## config.mk

```make
export PLATFORM = sky130hd
export DESIGN_NAME = ps2_led_command
export DESIGN_NICKNAME = d
export VERILOG_FILES = /design/src/rtl/ps2_led_command.sv
export SDC_FILE = /design/constraint.sdc
export NUM_CORES = 1
export LEC_CHECK = 0
export ABC_AREA = 1
export ABC_CLOCK_PERIOD_IN_PS = 1900
export CAP_MARGIN = 40
export CELL_PAD_IN_SITES_DETAIL_PLACEMENT = 0
export CELL_PAD_IN_SITES_GLOBAL_PLACEMENT = 1
export CORE_MARGIN = 2
export CORE_UTILIZATION = 42
export DETAILED_ROUTE_END_ITERATION = 7
export HOLD_SLACK_MARGIN = 0.1
export PLACE_DENSITY_LB_ADDON = 0.1
export SLEW_MARGIN = 20
export SYNTH_ARGS = -nofsm -noshare
export SYNTH_HDL_FRONTEND = slang
export SYNTH_SLANG_ARGS = --single-unit
```

## constraint.sdc

```tcl
create_clock -name clk -period 1.9 [get_ports clk]
set_clock_uncertainty 0.15 [all_clocks]
set_input_delay 0.285 -clock clk [delete_from_list [all_inputs] [get_ports clk]]
set_output_delay 0.285 -clock clk [all_outputs]
set_load 0.01 [all_outputs]
```

## src/rtl/ps2_led_command.sv

```systemverilog
// PS/2 host-to-keyboard LED command sequencer: sends 0xED then the LED byte,
// each gated on a keyboard ACK, with per-sequence retry on RESEND or timeout.
module ps2_led_command #(
  parameter int unsigned TIMEOUT_CYCLES = 540000,
  parameter int unsigned MAX_RETRIES    = 3
) (
  input  logic       clk,
  input  logic       reset_low,
  input  logic       set_status,
  input  logic       set_status_caps_lock,
  input  logic       set_status_num_lock,
  input  logic       set_status_scroll_lock,
  input  logic       acknowledge,
  input  logic       resend,
  output logic       tx_valid,
  input  logic       tx_ready,
  output logic [7:0] tx_byte,
  output logic       busy,
  output logic       error
);

  localparam int unsigned TIMER_W = (TIMEOUT_CYCLES > 2) ? $clog2(TIMEOUT_CYCLES) : 1;
  localparam int unsigned RETRY_W = (MAX_RETRIES > 0) ? $clog2(MAX_RETRIES + 1) : 1;

  localparam logic [7:0]         CMD_SET_LEDS = 8'hED;
  localparam logic [TIMER_W-1:0] TIMER_LAST   = TIMER_W'(TIMEOUT_CYCLES - 1);
  localparam logic [TIMER_W-1:0] TIMER_MAX    = '1;
  localparam logic [RETRY_W-1:0] RETRY_LIMIT  = RETRY_W'(MAX_RETRIES);

  typedef enum logic [2:0] {
    IDLE,
    SEND_CMD,
    WAIT_CMD_ACK,
    SEND_DATA,
    WAIT_DATA_ACK
  } state_e;

  state_e             state_q, state_d;
  logic               pending_q, pending_d;
  logic [7:0]         led_q, led_d;
  logic [RETRY_W-1:0] retry_q, retry_d;
  logic [TIMER_W-1:0] timer_q, timer_d;
  logic               tx_valid_q, tx_valid_d;
  logic [7:0]         tx_byte_q, tx_byte_d;
  logic               busy_q, busy_d;
  logic               error_q, error_d;

  // State and datapath registers
  always_ff @(posedge clk or negedge reset_low) begin
    if (!reset_low) begin
      state_q    <= IDLE;
      pending_q  <= 1'b0;
      led_q      <= 8'h00;
      retry_q    <= '0;
      timer_q    <= '0;
      tx_valid_q <= 1'b0;
      tx_byte_q  <= 8'h00;
      busy_q     <= 1'b0;
      error_q    <= 1'b0;
    end else begin
      state_q    <= state_d;
      pending_q  <= pending_d;
      led_q      <= led_d;
      retry_q    <= retry_d;
      timer_q    <= timer_d;
      tx_valid_q <= tx_valid_d;
      tx_byte_q  <= tx_byte_d;
      busy_q     <= busy_d;
      error_q    <= error_d;
    end
  end

  // Next-state and output logic
  always_comb begin
    state_d   = state_q;
    pending_d = pending_q;
    led_d     = led_q;
    retry_d   = retry_q;
    timer_d   = timer_q;
    tx_byte_d = tx_byte_q;
    error_d   = 1'b0;

    if (set_status) begin
      led_d     = {5'b0, set_status_caps_lock, set_status_num_lock, set_status_scroll_lock};
      pending_d = 1'b1;
    end

    case (state_q)
      IDLE: begin
        if (pending_q) begin
          pending_d = set_status;
          retry_d   = '0;
          tx_byte_d = CMD_SET_LEDS;
          state_d   = SEND_CMD;
        end
      end
      SEND_CMD: begin
        if (tx_ready) begin
          timer_d = '0;
          state_d = WAIT_CMD_ACK;
        end
      end
      SEND_DATA: begin
        if (tx_ready) begin
          timer_d = '0;
          state_d = WAIT_DATA_ACK;
        end
      end
      WAIT_CMD_ACK, WAIT_DATA_ACK: begin
        if (timer_q != TIMER_MAX) timer_d = timer_q + 1'b1;
        if (acknowledge) begin
          if (state_q == WAIT_CMD_ACK) begin
            tx_byte_d = led_q;
            state_d   = SEND_DATA;
          end else begin
            state_d = IDLE;
          end
        end else if (resend || (timer_q == TIMER_LAST)) begin
          // tx_byte_q still holds the byte being retried
          if (retry_q < RETRY_LIMIT) begin
            retry_d = retry_q + 1'b1;
            state_d = (state_q == WAIT_CMD_ACK) ? SEND_CMD : SEND_DATA;
          end else begin
            error_d   = 1'b1;
            pending_d = 1'b0;
            state_d   = IDLE;
          end
        end
      end
      default: state_d = IDLE;
    endcase

    tx_valid_d = (state_d == SEND_CMD) || (state_d == SEND_DATA);
    busy_d     = (state_d != IDLE);
  end

  assign tx_valid = tx_valid_q;
  assign tx_byte  = tx_byte_q;
  assign busy     = busy_q;
  assign error    = error_q;

endmodule

```

After elaboration in Yosys (flattened, before gate mapping)
Cells that the tools add are included.
{ "word_totals": {"mem_bits_rw": 0, "elab_cells": 70, "latch_bits": 0, "ff_bits": 40, "mem_bits_ro": 0, "memories": 0} }
{ "op_classes": {"n_mul": 0, "addsub": 2, "muxes": 31, "eq_ne": 16, "bitwise": 0, "order_cmp": 1, "n_reduce_logical": 11, "shifts": 0, "n_div": 0} }
{ "ops": {"columns": ["operator", "n"], "rows": [
  ["two-way mux 20 bit", 2],
  ["one-hot mux 20 bit (2 select lines)", 1],
  ["two-way mux 8 bit", 3],
  ["adder 20 x 1 -> 20 bit, second input constant", 1],
  ["equality test 20 bit, second input constant", 1],
  ["!= test 20 bit, second input constant", 1],
  ["one-hot mux 8 bit (2 select lines)", 1],
  ["two-way mux 3 bit", 5],
  ["two-way mux 2 bit", 7],
  ["!= test 2 bit, second input constant", 7],
  ["one-hot mux 3 bit (4 select lines)", 1],
  ["equality test 3 x 2 -> 1 bit, second input constant", 3],
  ["two-way mux 1 bit", 9],
  ["equality test 3 x 1 -> 1 bit, second input constant", 2],
  ["AND reduction 5 bit", 1],
  ["one-hot mux 2 bit (2 select lines)", 1],
  ["AND reduction 4 bit", 1],
  ["nonzero test 2 bit", 2],
  ["OR reduction 2 bit", 2],
  ["equality test 3 bit, second input constant", 1],
  ["zero test 3 bit", 1],
  ["AND reduction 3 bit", 1],
  ["nonzero test 3 bit", 1],
  ["adder 2 x 1 -> 2 bit, second input constant", 1],
  ["4 further kinds", 5]
]} }

Logic depth before layout (Yosys ltp)
{ "depth": {"depth_word": 8, "ltp_mapped": 11, "depth_no_buf": 11} }

Worst setup path before layout
Ideal clock, no wire load.
{ "synth_timing": {"path_kind": "flip-flop to flip-flop", "start": "reg timer_q[0]", "end": "reg retry_q[0]", "path_slack_ns": 0.199, "t_arrival_ns": 1.486, "setup_ns": 0.065, "period_less_slack_ns": 1.701, "path_stages_with_launch": 11, "cell_sequence": "dfrtp_1 -> ha_1 -> nand2_2 -> nor2_4 -> nand2_1 -> nor2_1 -> nand2_1 -> nand3_2 -> nand3_2 -> or2_0 -> nand2_1"} }
{ "synth_between": {"elab_chain_cells": 4} }
{ "synth_rtl": {"columns": ["element", "line_no", "rtl"], "rows": [
  ["from (decl)", "42", "logic [TIMER_W-1:0] timer_q, timer_d;"],
  ["from (signal assigned)", "65", "timer_q <= timer_d;"],
  ["equality test 20 bit", "118", "end else if (resend || (timer_q == TIMER_LAST)) begin"],
  ["logical OR 1 bit", "118", null],
  ["!= test 2 bit (no source line)", null, null],
  ["AND reduction 5 bit (no source line)", null, null],
  ["to (signal assigned)", "64", "retry_q <= retry_d;"],
  ["to (decl)", "41", "logic [RETRY_W-1:0] retry_q, retry_d;"]
]} }
No other way between the ends.
A chain may end at the register's enable or synchronous reset.

Worst setup path after layout
{ "layout_timing": {"start": "reg timer_q[1]", "end": "reg timer_q[3]"} }
{ "layout_between": {"elab_chain_cells": 3, "elab_cells_between_ends": 6, "cone_classes": "add/sub (1); eq/ne (2); mux (2); reduce/logical (1)"} }
{ "layout_rtl": {"columns": ["element", "line_no", "rtl"], "rows": [
  ["adder 20 x 1 -> 20 bit / != test 20 bit (equally long branches)", "110", "if (timer_q != TIMER_MAX) timer_d = timer_q + 1'b1;"],
  ["two-way mux 20 bit / != test 2 bit (equally long branches)", null, null],
  ["one-hot mux 20 bit (2 select lines) / AND reduction 3 bit (equally long branches)", null, null]
]} }
Several ways; a longest one is shown, not always the timed one. The select of a mux whose other input is x is not followed.

==> results list <==
* Synthesized net count: 289
* Final worst path period need: between 1500 and 2000 ps
- In this run, CTS created clock tree buffers numbering 5.
* Yosys warning count: 0
- Finished Cell Area: 2560 um2
- Number of H-tree levels: 2
- DR vias/cell: 4.86
* Number of antenna violations at the first check in global routing: 0
- Gpl congestion: just over 0.8
* Peak VDD IR: 0.624 mV
- Number of remaining DRC errors: 0
- GR Util All Layers: 0.196
* Total instance count after detailed placement: about 370
- The first TritonRoute pass finished after 4 iterations.
- In the final routed layout, each cell accounts on average for roughly 13 um.
- Flip-flop and latch count after synthesis: 36
* Largest net degree at the start of global routing: 37
* Post-CTS setup repair buffer count: 0
* Sequential element share of the synthesized area: 0.420
* Die outline area: 5690 um2
- Final core occ: 0.532
* Result of the run: complete, no violations
- Detailed Place HPWL: approximately 3.6 mm
- The hold violation count in the final report came to 0.
- Die span in x: roughly 75 um
* Root Driver: sky130_fd_sc_hd__clkbuf_8
- Synthesis instantiated 34 different standard cells from the library.
- TritonCTS built the clock tree.
- Die boundary height: ~75 um
- In the final layout, the share of cells above drive strength 1 is 0.152.
- Avg Cell Area, Syn: a little under 8 um2
- For this configuration, the core starts out at a cell density of 0.445.
* Final Power: 2.73 mW
- Synthesized cell area: 2140 um2
* Number of nets in the final layout: 320
- In this run the remaining antenna-violating nets after routing total 0.
- Static leakage: around 1.1 nW
* Number of clock sinks: 36
* Max Transition Viols Final: 0
- Wire length of the first global-routing pass: 8.36 mm
- The core region is 4820 um2.
- Power per Cell Area: roughly 1100 nW/um2
* RSZ-0062 raised after global routing: false
- Excluding fillers, the count of instances in the completed layout stands at around 380.
- Most frequent cells in the layout: sky130_fd_sc_hd__nand2_1, sky130_fd_sc_hd__dfrtp_1, sky130_fd_sc_hd__nor2_1, sky130_fd_sc_hd__inv_1, sky130_fd_sc_hd__nand3_1
* Final period utilization: 0.925
- In this run the count of I/O pins placed on the die edge is 20.
- Summing all placed instances gives a cell area of between 2000 and 2500 um2.
* Leading area contributor after synthesis: sky130_fd_sc_hd__dfrtp_1
- Hold is met by 346 ps.
- Buffers placed on the I/O ports in this run total 18.
* Largest driver fanout on the critical path: 17
- Before CTS, the worst setup slack after placement is 134 ps.
- Number of global-route vias before repair: approximately 1800
- Critical Path End Type: flop
* Classification of the worst setup path: flop to flop
- Clock latency on the worst-skew pair, taken at its later pin, is around 290 ps.
* Detailed-route wire length: around 4.8 mm
- Final WS setup: approximately 140 ps
- Top cells by area in the synthesized netlist: sky130_fd_sc_hd__dfrtp_1, sky130_fd_sc_hd__nand2_1, sky130_fd_sc_hd__nor2_1, sky130_fd_sc_hd__nand3_1, sky130_fd_sc_hd__inv_1
- Initial DRC count: approximately 100
- Final setup vio count: 0
- The share of synthesized area in the top cell type comes to 0.420.
- Relative to the synthesized area, the layout overhead comes to 19.5%.
- Max-cap violations in this run came to 0.
- CTS max path bufs: 2
* Worst endpoint required time: between 1500 and 2000 ps
- The library cell used most frequently in the layout, excluding fill and tap cells, is sky130_fd_sc_hd__nand2_1.
- For this design, the slowest cell found on the critical path is sky130_fd_sc_hd__dfrtp_1.
- Clock transition at the registers of the reported paths: ~70 ps
* Vias post-DR: 1834
- On the worst path, the slowest cell contributes a delay of 370 ps.
* Highest attainable clock frequency: between 0.5 and 0.6 GHz
- HP Class: flop to flop
* Setup TNS Final: 0 ps
- Ant. Diodes: 0
* Number of placement rows: 25
* Cell-by-cell listing of the critical path: ha_2 -> nand2_2 -> inv_2 -> nand4_1 -> nor2_4 -> a21oi_4 -> buf_12 -> nand2_1 -> o21ai_0
- Cell count after synthesis: about 280
* Total global routing overflow: 0
- Data arrival time of the critical path: 1770 ps
* Critical Path Source Type: flop
## kinds of logic after synthesis
kind of cell | synth area share
compound gates | 0.0893
flops | 0.420
fa+ha+maj | 0.0117
buf+inv | 0.0876
other cells | 0.00175
simple gates | 0.331
mux | 0.00525
xor+xnor | 0.0531
## cell usage after synthesis
library cell and instances:
sky130_fd_sc_hd__nand2_4 1, sky130_fd_sc_hd__o21ai_4 1, sky130_fd_sc_hd__nor3_2 1, sky130_fd_sc_hd__nor2_2 1, sky130_fd_sc_hd__nand2_1 65, sky130_fd_sc_hd__nand3_2 4, sky130_fd_sc_hd__nand4_1 7, sky130_fd_sc_hd__a21oi_1 3
sky130_fd_sc_hd__nor3_4 1, sky130_fd_sc_hd__inv_1 30, sky130_fd_sc_hd__buf_4 4, sky130_fd_sc_hd__ha_1 2, sky130_fd_sc_hd__o21ai_1 9, sky130_fd_sc_hd__o211ai_1 1, sky130_fd_sc_hd__xnor2_1 1, sky130_fd_sc_hd__clkbuf_1 2
sky130_fd_sc_hd__inv_2 4, sky130_fd_sc_hd__mux2_2 1, sky130_fd_sc_hd__o22ai_1 5, sky130_fd_sc_hd__nand2_2 4, sky130_fd_sc_hd__o31ai_1 1, sky130_fd_sc_hd__conb_1 1, sky130_fd_sc_hd__xor2_1 12, sky130_fd_sc_hd__nand3_1 23
sky130_fd_sc_hd__buf_6 2, sky130_fd_sc_hd__nand3b_1 1, sky130_fd_sc_hd__or2_0 1, sky130_fd_sc_hd__nor3_1 6, sky130_fd_sc_hd__o21ai_0 8, sky130_fd_sc_hd__nor2_4 2, sky130_fd_sc_hd__dfrtp_1 36, sky130_fd_sc_hd__nor2_1 35
sky130_fd_sc_hd__a31oi_1 2, sky130_fd_sc_hd__a21oi_4 1
## flip-flops by register name, indices dropped and copies added, names as in the netlist
name and count:
state_q 3, error 1, pending_q 1, tx_valid 1
retry_q 2, led_q 3, timer_q 20, tx_byte 4
busy 1
## where the power goes
part	switching (mW)	internal (mW)
registers	0.0789	0.895
clock network	0.298	0.260
logic	0.711	0.489
## critical path, delay by kind of cell (launching register included)
kind                     cells  cell delay, ps
adder cells (fa/ha/maj)      1             200
AND/OR/NAND/NOR              4             540
buffers and inverters        2             220
flip-flops                   1             370
AO/OA/AOI/OAI                2             150
## what timing repair did
action | in CTS | in global routing
endpoints found under the setup margin | 0 | 3
endpoints found under the hold margin | 36 | 0
resized for setup | 0 | 4
hold buffers | 1 | 0
## metal layers
layer	share of wire	global-route usage	up-vias
li1	-	-	956
met1	0.53	0.307	842
met2	0.42	0.271	30
met3	0.038	0.0410	6
met4	0.0094	0.0565	0
met5	0	0	-
## final timing paths
check / startpoint / endpoint / slack (ps) / cells past startpoint
min: retry_q[1] / retry_q[1] / 350 / 2
min reg2reg: retry_q[1] / retry_q[1] / 350 / 2
max: timer_q[1] / timer_q[3] / 140 / 9
max in group asynchronous: reset_low / timer_q[5] / 820 / 3
max reg2reg: timer_q[1] / timer_q[3] / 140 / 9
min in group asynchronous: reset_low / timer_q[16] / 420 / 3
## cell type report
cell class	count	area, um2
multi-input combinational	200	1060
timing repair buffer	32	295
inverter	34	128
fill	501	2260
clock buffer	5	68.8
clock inverter	3	23.8
tap	67	83.8
sequential	36	902
Power figures use the tool's default switching activity.
